==> src/rtl/muldiv_unit.sv <==
// Iterative RV32M multiply/divide unit, one radix-2 step per cycle.
// Magnitude datapath with sign fixup; optional 1-cycle divide special cases.
module muldiv_unit #(
  parameter int XLEN         = 32,
  parameter bit FAST_SPECIAL = 1'b1
) (
  input  logic            clk,
  input  logic            rst,
  input  logic            start,
  input  logic [2:0]      op,
  input  logic [XLEN-1:0] a,
  input  logic [XLEN-1:0] b,
  input  logic            flush,
  output logic            busy,
  output logic            done,
  output logic [XLEN-1:0] result
);

  localparam logic [1:0] IDLE  = 2'd0;
  localparam logic [1:0] CALC  = 2'd1;
  localparam logic [1:0] FIXUP = 2'd2;
  localparam logic [1:0] DONE  = 2'd3;
  localparam int CW = $clog2(XLEN);
  localparam logic [XLEN-1:0] MIN = {1'b1, {(XLEN-1){1'b0}}};

  logic [1:0]      state;
  logic [CW-1:0]   cnt;
  logic [XLEN-1:0] hi, lo, mc, sv;
  logic            is_div, hi_sel, is_rem, neg_q, neg_r, spec;

  logic            a_s, b_s, a_neg, b_neg, dz, ovf, sp;
  logic [XLEN-1:0] a_mag, b_mag, sp_val;

  always_comb begin
    a_s    = op[2] ? !op[0] : (op[1:0] != 2'b11);
    b_s    = op[2] ? !op[0] : !op[1];
    a_neg  = a_s & a[XLEN-1];
    b_neg  = b_s & b[XLEN-1];
    a_mag  = a_neg ? -a : a;
    b_mag  = b_neg ? -b : b;
    dz     = (b == '0);
    ovf    = !op[0] && (a == MIN) && (b == '1);
    sp     = op[2] && (dz || ovf);
    // overflow quotient is MIN, which is a itself
    if (op[1]) sp_val = dz ? a : '0;
    else       sp_val = dz ? '1 : a;
  end

  logic [XLEN:0]   sum, sh;
  logic            ge;
  logic [XLEN-1:0] rsub;

  always_comb begin
    sum  = {1'b0, hi} + (lo[0] ? {1'b0, mc} : '0);
    sh   = {hi, lo[XLEN-1]};
    ge   = (sh >= {1'b0, mc});
    rsub = sh[XLEN-1:0] - mc;
  end

  logic [2*XLEN-1:0] prod_f;
  logic [XLEN-1:0]   q_f, r_f, fin;

  always_comb begin
    prod_f = neg_q ? -{hi, lo} : {hi, lo};
    q_f    = neg_q ? -lo : lo;
    r_f    = neg_r ? -hi : hi;
    if (spec)        fin = sv;
    else if (is_div) fin = is_rem ? r_f : q_f;
    else if (hi_sel) fin = prod_f[2*XLEN-1:XLEN];
    else             fin = prod_f[XLEN-1:0];
  end

  always_ff @(posedge clk) begin
    if (rst) begin
      state  <= IDLE;
      cnt    <= '0;
      hi     <= '0;
      lo     <= '0;
      mc     <= '0;
      sv     <= '0;
      is_div <= 1'b0;
      hi_sel <= 1'b0;
      is_rem <= 1'b0;
      neg_q  <= 1'b0;
      neg_r  <= 1'b0;
      spec   <= 1'b0;
      result <= '0;
    end else if (flush && state != IDLE) begin
      state <= IDLE;
    end else begin
      case (state)
        IDLE: if (start && !flush) begin
          is_div <= op[2];
          hi_sel <= (op[1:0] != 2'b00);
          is_rem <= op[1];
          neg_q  <= a_neg ^ b_neg;
          neg_r  <= a_neg;
          spec   <= sp;
          sv     <= sp_val;
          hi     <= '0;
          lo     <= op[2] ? a_mag : b_mag;
          mc     <= op[2] ? b_mag : a_mag;
          cnt    <= CW'(XLEN - 1);
          if (FAST_SPECIAL && sp) begin
            state  <= DONE;
            result <= sp_val;
          end else begin
            state <= CALC;
          end
        end
        CALC: begin
          if (is_div) begin
            hi <= ge ? rsub : sh[XLEN-1:0];
            lo <= {lo[XLEN-2:0], ge};
          end else begin
            hi <= sum[XLEN:1];
            lo <= {sum[0], lo[XLEN-1:1]};
          end
          if (cnt == '0) state <= FIXUP;
          else           cnt   <= cnt - 1'b1;
        end
        FIXUP: begin
          state  <= DONE;
          result <= fin;
        end
        default: state <= IDLE;
      endcase
    end
  end

  assign busy = (state != IDLE);
  assign done = (state == DONE);

endmodule

==> config.mk <==
export PLATFORM = sky130hd
export DESIGN_NAME = muldiv_unit
export DESIGN_NICKNAME = d
export VERILOG_FILES = /design/src/rtl/muldiv_unit.sv
export SDC_FILE = /design/constraint.sdc
export NUM_CORES = 1
export LEC_CHECK = 0
export CAP_MARGIN = 25
export CORE_MARGIN = 2
export CORE_UTILIZATION = 62
export DETAILED_ROUTE_END_ITERATION = 7
export PLACE_DENSITY = 0.88
export SYNTH_ARGS = -nofsm -noshare
export SYNTH_HDL_FRONTEND = slang
export SYNTH_SLANG_ARGS = --single-unit
export TNS_END_PERCENT = 50
==> constraint.sdc <==
create_clock -name clk -period 4.6 [get_ports clk]
set_input_delay 0.92 -clock clk [delete_from_list [all_inputs] [get_ports clk]]
set_output_delay 0.92 -clock clk [all_outputs]
set_load 0.03 [all_outputs]
==> results of run 1 <==
report_power, final:
group	total, mW	internal, mW	switching, mW
clock	1.50	0.726	0.772
sequential	1.98	1.69	0.285
combinational	3.92	1.43	2.49
routing by layer:
layer	vias up	global-route usage, %	wire length, µm
met5	-	0	0
met1	9012	62.0	26100
li1	8660	-	-
met2	1415	70.5	28300
met4	0	22.6	3980
met3	266	11.8	8860
sequential cells by signal, indices dropped and copies added (netlist names):
register / cells
hi: 32
spec: 1
neg_q: 1
mc: 32
result: 32
cnt: 5
lo: 32
hi_sel: 1
is_rem: 1
neg_r: 1
state: 2
is_div: 1
sv: 32
cells by family after synthesis:
| logic type | synth area share (%) |
|---|---|
| multiplexers | 5.53 |
| XOR/XNOR | 9.85 |
| AO/OA/AOI/OAI | 28.2 |
| buffers and inverters | 6.09 |
| AND/OR/NAND/NOR | 23.2 |
| flip-flops | 20.7 |
| adder cells (fa/ha/maj) | 6.47 |
metrics by stage:
| stage | hold slack (ps) | instance area (µm²) | utilization, % |
|---|---|---|---|
| after floorplan | 431 | 16700 | - |
| after global placement | 437 | 18100 | 67.9 |
| after detailed placement | 441 | 18100 | 67.9 |
| after CTS | 451 | 18700 | 70.0 |
| after global routing | 467 | 18700 | 70.0 |
| final | 455 | 18700 | 70.0 |
worst max-delay path by stage:
stage / startpoint / to / cells after the start
global route: lo[0] / hi[28] / 13
global placement: a[20] / result[1] / 11
CTS: a[20] / result[1] / 11
floorplan: a[0] / result[14] / 12
detailed placement: a[20] / result[1] / 11
finish: lo[0] / hi[28] / 13
area by class of cell:
| class | count | area (µm²) | share of cell area [%] |
|---|---|---|---|
| Multi-Input combinational cell | 1920 | 12300 | 65.5 |
| Sequential cell | 173 | 3460 | 18.5 |
| Timing Repair Buffer | 189 | 1670 | 8.93 |
| Clock buffer | 18 | 429 | 2.29 |
| Tap cell | 341 | 427 | 2.28 |
| Inverter | 87 | 327 | 1.74 |
| Clock inverter | 14 | 144 | 0.769 |
layout by cell type (no fill, tap or decap), types with 29 or more instances in the layout:
cell type        Yosys  layout
a211oi_1            99      99
a21o_1              32      32
a21oi_1            177     177
a31oi_1             33      33
buf_4                0      86
clkdlybuf4s50_1      0     102
dfxtp_1            173     172
ha_1                76      74
inv_1               84      84
mux2_2              34      34
mux2i_1             54      54
nand2_1            217     217
nand3_1             43      42
nand4_1             31      31
nor2_1             295     291
nor3_1              97      97
o211ai_1            29      29
o21ai_0            155     155
xnor2_1            108     108
xor2_1              80      80
worst max-delay path: cells and delay by family, from the launching register on:
family / cells / cell delay [ps]
buffers and inverters: 2 / 590
AND/OR/NAND/NOR: 3 / 370
adder cells (fa/ha/maj): 1 / 300
flip-flops: 1 / 640
AO/OA/AOI/OAI: 7 / 2150
==> impl_results.md, run 1 <==
- Top-area cell type share of the netlist area: 20.7%
- Ports: 105
- Drt wl/cell: 24.5 µm
- Total grt overflow: 0
- Most instantiated library cell after synthesis: nor2_1
- Chip width: 168 µm
- Synth top cells by count: 295 x nor2_1, 217 x nand2_1, 177 x a21oi_1
- GPL Wtd Cong: 1.08
- Layout fillers: 2,230
- Vias per std cell: 7.06
- Sequential fraction of the synthesis area: between 20% and 30%
- R2R Path Start: lo[0]
- Largest fanout on the critical path: 19
- Yosys reg bits: 173
- Hold Vio Cnt, Final: 0
- Unique masters post-synth: 75
- Post_cts resized: 0
- First drt pass iteration count: 6
- P_leak: 7.23 nW
- Die Ht: 168 µm
- Crit path DAT: 4530 ps
- Synth async-reset ratio: 0%
- Synth warnings: 0
- Residual DRC count: 0
- Area Overhead vs Synth: 12.0%
- # nets final: approximately 2,500
- Largest net degree at the start of global routing: approximately 80
- Starting density of the core: 62.5%
- Total power divided by cell area: 395 nW/µm²
- Clk buf depth: 2
- Final ANT Viol Nets: 0
- Cells on worst reg2reg path: 13
- Clock transition at path regs: 80 ps
- # port buffers: 104
- TritonCTS buffer count: 17
- Synthesized area: 16,700 µm²
- CP endpoint kind: flop
- Minimum clock period: roughly 4200 ps
- DR vias: approximately 19,000
- Critical path's slowest cell: dfxtp_1
- Most frequent CP cell: a21oi_1
- TritonCTS clock tree: built
- Max Cap Viol: 0
- Setup TNS: 0 ps
- # diodes: 0
- Num Clock Sinks: 173
- Type of the tightest min-delay check: reg2reg
- Post-Layout Cell Count: 2,742
- CP peak stage delay: 640 ps
- Clk root buf: clkbuf_16
- Top post-synthesis cells by area: dfxtp_1 21%, nor2_1 6.6%, ha_1 5.7%, xnor2_1 5.7%, a21oi_1 5.3%
- Number of global-route vias before repair: around 17,000
- Initial antenna violation count: 0
- Slew HR: 36.2%
- RSZ-0062 raised after global routing: no
- Area leader, netlist: dfxtp_1
- R2R Path End: hi[28]
- Worst-margin pin slew: 957 ps
- Final Slew Violations: 0
- Worst Hold End: sv[29]
- H-tree levels: 4
- Setup ws final: 439 ps
- Hold_buf cts: 0
- Final setup viols: 0
- Post-Place Cells: 2,710
- Gr usage total: 46.6%
- Prevailing post-synth register cell: dfxtp_1
- Syn_nets: between 2,000 and 3,000
- EDFF count, synth: 0
- Min-delay src: sv[29]
- Final WL: 67,300 µm
- Global-route wire length before repair: slightly above 100,000 µm
- Crit path launch type: flop
- CP Cell Sequence: inv_1 -> buf_4 -> nor2_1 -> ha_1 -> a21oi_1 -> o21ai_0 -> a2111oi_0 -> nand2_1 -> o211ai_1 -> nand3b_1 -> a31oi_1 -> a21oi_1 -> a311oi_1
- DP HPWL: ~52,000 µm
- Critical path type: reg2reg
- DRT iter0 DRCs: 3,424
- Tot Pwr: 7.40 mW
- Core area: 26,700 µm²
- Req. time, crit path: 4970 ps
- Post-CTS setup buffers: 0
- Clk_skew: about 19 ps
- VDD IR max: about 0.38 mV
- Status: complete, no violations
- Clk Latency, worst-skew pair: 460 ps
- Cells after Synth: 2,358
- Row cnt: 60
- R2R Setup Slk: ~440 ps
- Max Fclk: ~240 MHz
- Fin crit share: 90.5%
- Die ar.: 28,300 µm²
- Syn_area_per_cell: 7.09 µm²
- Worst Hold Path Cells: 2
- Setup WS pre-CTS: just under 50 ps
- Share of cells above drive strength 1: approximately 7.6%
Note: power is estimated with default switching activity, not from simulation.
==> inputs of run 2 (changes only) <==
CELL_PAD_IN_SITES_DETAIL_PLACEMENT = 1   (was unset)
CELL_PAD_IN_SITES_GLOBAL_PLACEMENT = 1   (was unset)
CORE_UTILIZATION = 45   (was 62)
PLACE_DENSITY = 0.87   (was 0.88)
==> run 2 against run 1 <==
Die area rose by 37%. Register-to-register slack barely moved. Clock skew fell by 4.3 ps. Critical path type is now in2reg. Final area rose by 0.78%. First-iteration DRC count fell by 46%. Worst setup slack got worse by 4.3 ps. Wire length rose by 13%. Via count fell by 0.45%.
==> impl_results.md, run 2 (synthesis gave the netlist of run 1 again) <==
- Minimum clock period: about 4200 ps
- DP HPWL: 58,700 µm
- Worst Hold End: mc[25]
- Chip width: between 150 and 200 µm
- Tot Pwr: 7.55 mW
- Num Clock Sinks: approximately 170
- Clk_skew: ~14 ps
- Largest net degree at the start of global routing: 79
- RSZ-0062 raised after global routing: no
- Max Cap Viol: 0
- Most frequent CP cell: or4_4
- Final setup viols: 0
- Layout fillers: 4,710
- Starting density of the core: 45.6%
- P_leak: 7.21 nW
- Fin area: 18,900 µm²
- CP peak stage delay: 560 ps
- Die ar.: 38,700 µm²
- Gr usage total: 38.9%
- Ports: 105
- VDD IR max: 0.294 mV
- GPL Wtd Cong: about 1
- TritonCTS clock tree: built
- Crit path DAT: 4510 ps
- CP Cell Sequence: clkdlybuf4s50_1 -> or4_4 -> or4_4 -> or4_4 -> nor3_2 -> a21oi_1 -> or3_1 -> a21o_1 -> buf_4 -> nand3b_1 -> o31ai_1
- Final Slew Violations: 0
- Max Fclk: around 240 MHz
- # port buffers: 104
- Share of cells above drive strength 1: 7.46%
- Row cnt: 70
- Final WL: 76,100 µm
- Critical path type: in2reg
- R2R Setup Slk: 450 ps
- Initial antenna violation count: 1
- Vias per std cell: approximately 6.7
- Total power divided by cell area: 400 nW/µm²
- Global-route wire length before repair: 116,000 µm
- Die Ht: 197 µm
- Leading cell types in the layout, fill and taps excluded: 291 x nor2_1, 217 x nand2_1, 177 x a21oi_1, 172 x dfxtp_1, 155 x o21ai_0
- Core area: around 37,000 µm²
- Buffers & Inverters on Critical Path: 2
- Clk buf depth: 2
- First drt pass iteration count: 7
- Worst-margin pin slew: 1040 ps
- Min-delay src: mc[25]
- Hold_buf cts: 0
- Largest fanout on the critical path: 17
- Critical path's slowest cell: or4_4
- Most common cell after layout, fill and taps aside: nor2_1
- R2R Path End: result[8]
- Drt wl/cell: 26.5 µm
- Area Overhead vs Synth: 12.9%
- # nets final: around 2,500
- Worst Hold Path Cells: 2
- Crit path launch type: input pin
- DRT iter0 DRCs: 1,835
- Clock transition at path regs: 70 ps
- Post-CTS setup buffers: 0
- TritonCTS buffer count: 17
- H-tree levels: 4
- Number of global-route vias before repair: 18,900
- CP endpoint kind: flop
- Final ANT Viol Nets: 0
- Clk root buf: clkbuf_16
- R2R Path Start: hi[0]
- Total grt overflow: 0
- # diodes: 0
- Post_cts resized: 0
- Cell family with the largest share of critical-path delay: simple AND/OR/NAND/NOR gates
- DP Area: 18,300 µm²
- Hold Vio Cnt, Final: 0
- Req. time, crit path: 4950 ps
- Residual DRC count: 0
- Clk Latency, worst-skew pair: 470 ps
- DR vias: 19,300
- Status: complete, no violations
- Fin crit share: 90.5%
- Type of the tightest min-delay check: reg2reg
- Cells on worst reg2reg path: 10
- Setup TNS: 0 ps
- Slew HR: 30.9%
==> run 2: cell count changes in the layout (fill, tap and decap cells not counted), moves of 2 or more <==
| cell | previous run | this run |
|---|---|---|
| clkinv_2 | 0 | 2 |
| buf_4 | 86 | 84 |
| inv_6 | 6 | 4 |
| clkinvlp_4 | 1 | 3 |
| clkbuf_8 | 0 | 2 |
| inv_8 | 3 | 0 |
| clkinv_8 | 2 | 0 |
==> run 2: worst max-delay path by stage <==
| stage | startpoint | to | slack, ps | depth (start not counted) |
|---|---|---|---|---|
| 6_report | a[20] | result[15] | 430 | 11 |
| 3_5_place_dp | a[20] | result[15] | 9 | 11 |
| 2_1_floorplan | a[0] | result[14] | 860 | 12 |
| 3_3_place_gp | a[20] | result[0] | 90 | 11 |
| 4_1_cts | a[20] | result[15] | 490 | 11 |
| 5_1_grt | a[20] | result[5] | 320 | 11 |
==> run 2: tightest hold or removal path, cell delays in order, from the launching register on <==
cell and delay [ps]:
dfxtp_1 310, nand2_1 50, a21oi_1 50
==> run 2: metal layers <==
| metal | wire [µm] | vias to the layer above | GRT usage [%] |
|---|---|---|---|
| li1 | - | 8623 | - |
| met4 | 4170 | 0 | 19.8 |
| met1 | 31600 | 9494 | 50.1 |
| met5 | 0 | - | 0 |
| met3 | 6440 | 208 | 7.58 |
| met2 | 33900 | 941 | 62.2 |
==> run 2: layout make-up <==
cell class | count | area (µm²) | area share, %
repair buffers | 187 | 1660 | 8.78
well taps | 468 | 586 | 3.10
multi-input cells | 1920 | 12300 | 65.0
flip-flops and latches | 173 | 3460 | 18.4
clock buffers | 21 | 460 | 2.44
clock inverters | 11 | 106 | 0.564
inverters | 87 | 327 | 1.73
==> run 2: report_power, final <==
group          switching (mW)  leakage, nW  internal (mW)
logic                    2.65         5.53           1.43
clock network           0.708        0.271          0.781
registers               0.285         1.41           1.70
total                    3.65         7.21           3.91
==> run 2: per-stage QoR <==
| step | hold WS [ps] | cells | utilization [%] | setup WS (ps) |
|---|---|---|---|---|
| finish | 453 | 2867 | 51.5 | 435 |
| global route | 482 | 2867 | 51.5 | 319 |
| CTS | 454 | 2867 | 51.5 | 488 |
| detailed placement | 446 | 2835 | 50.0 | 9.28 |
| global placement | 441 | 2835 | 50.0 | 93.8 |
| floorplan | 431 | 2358 | - | 856 |
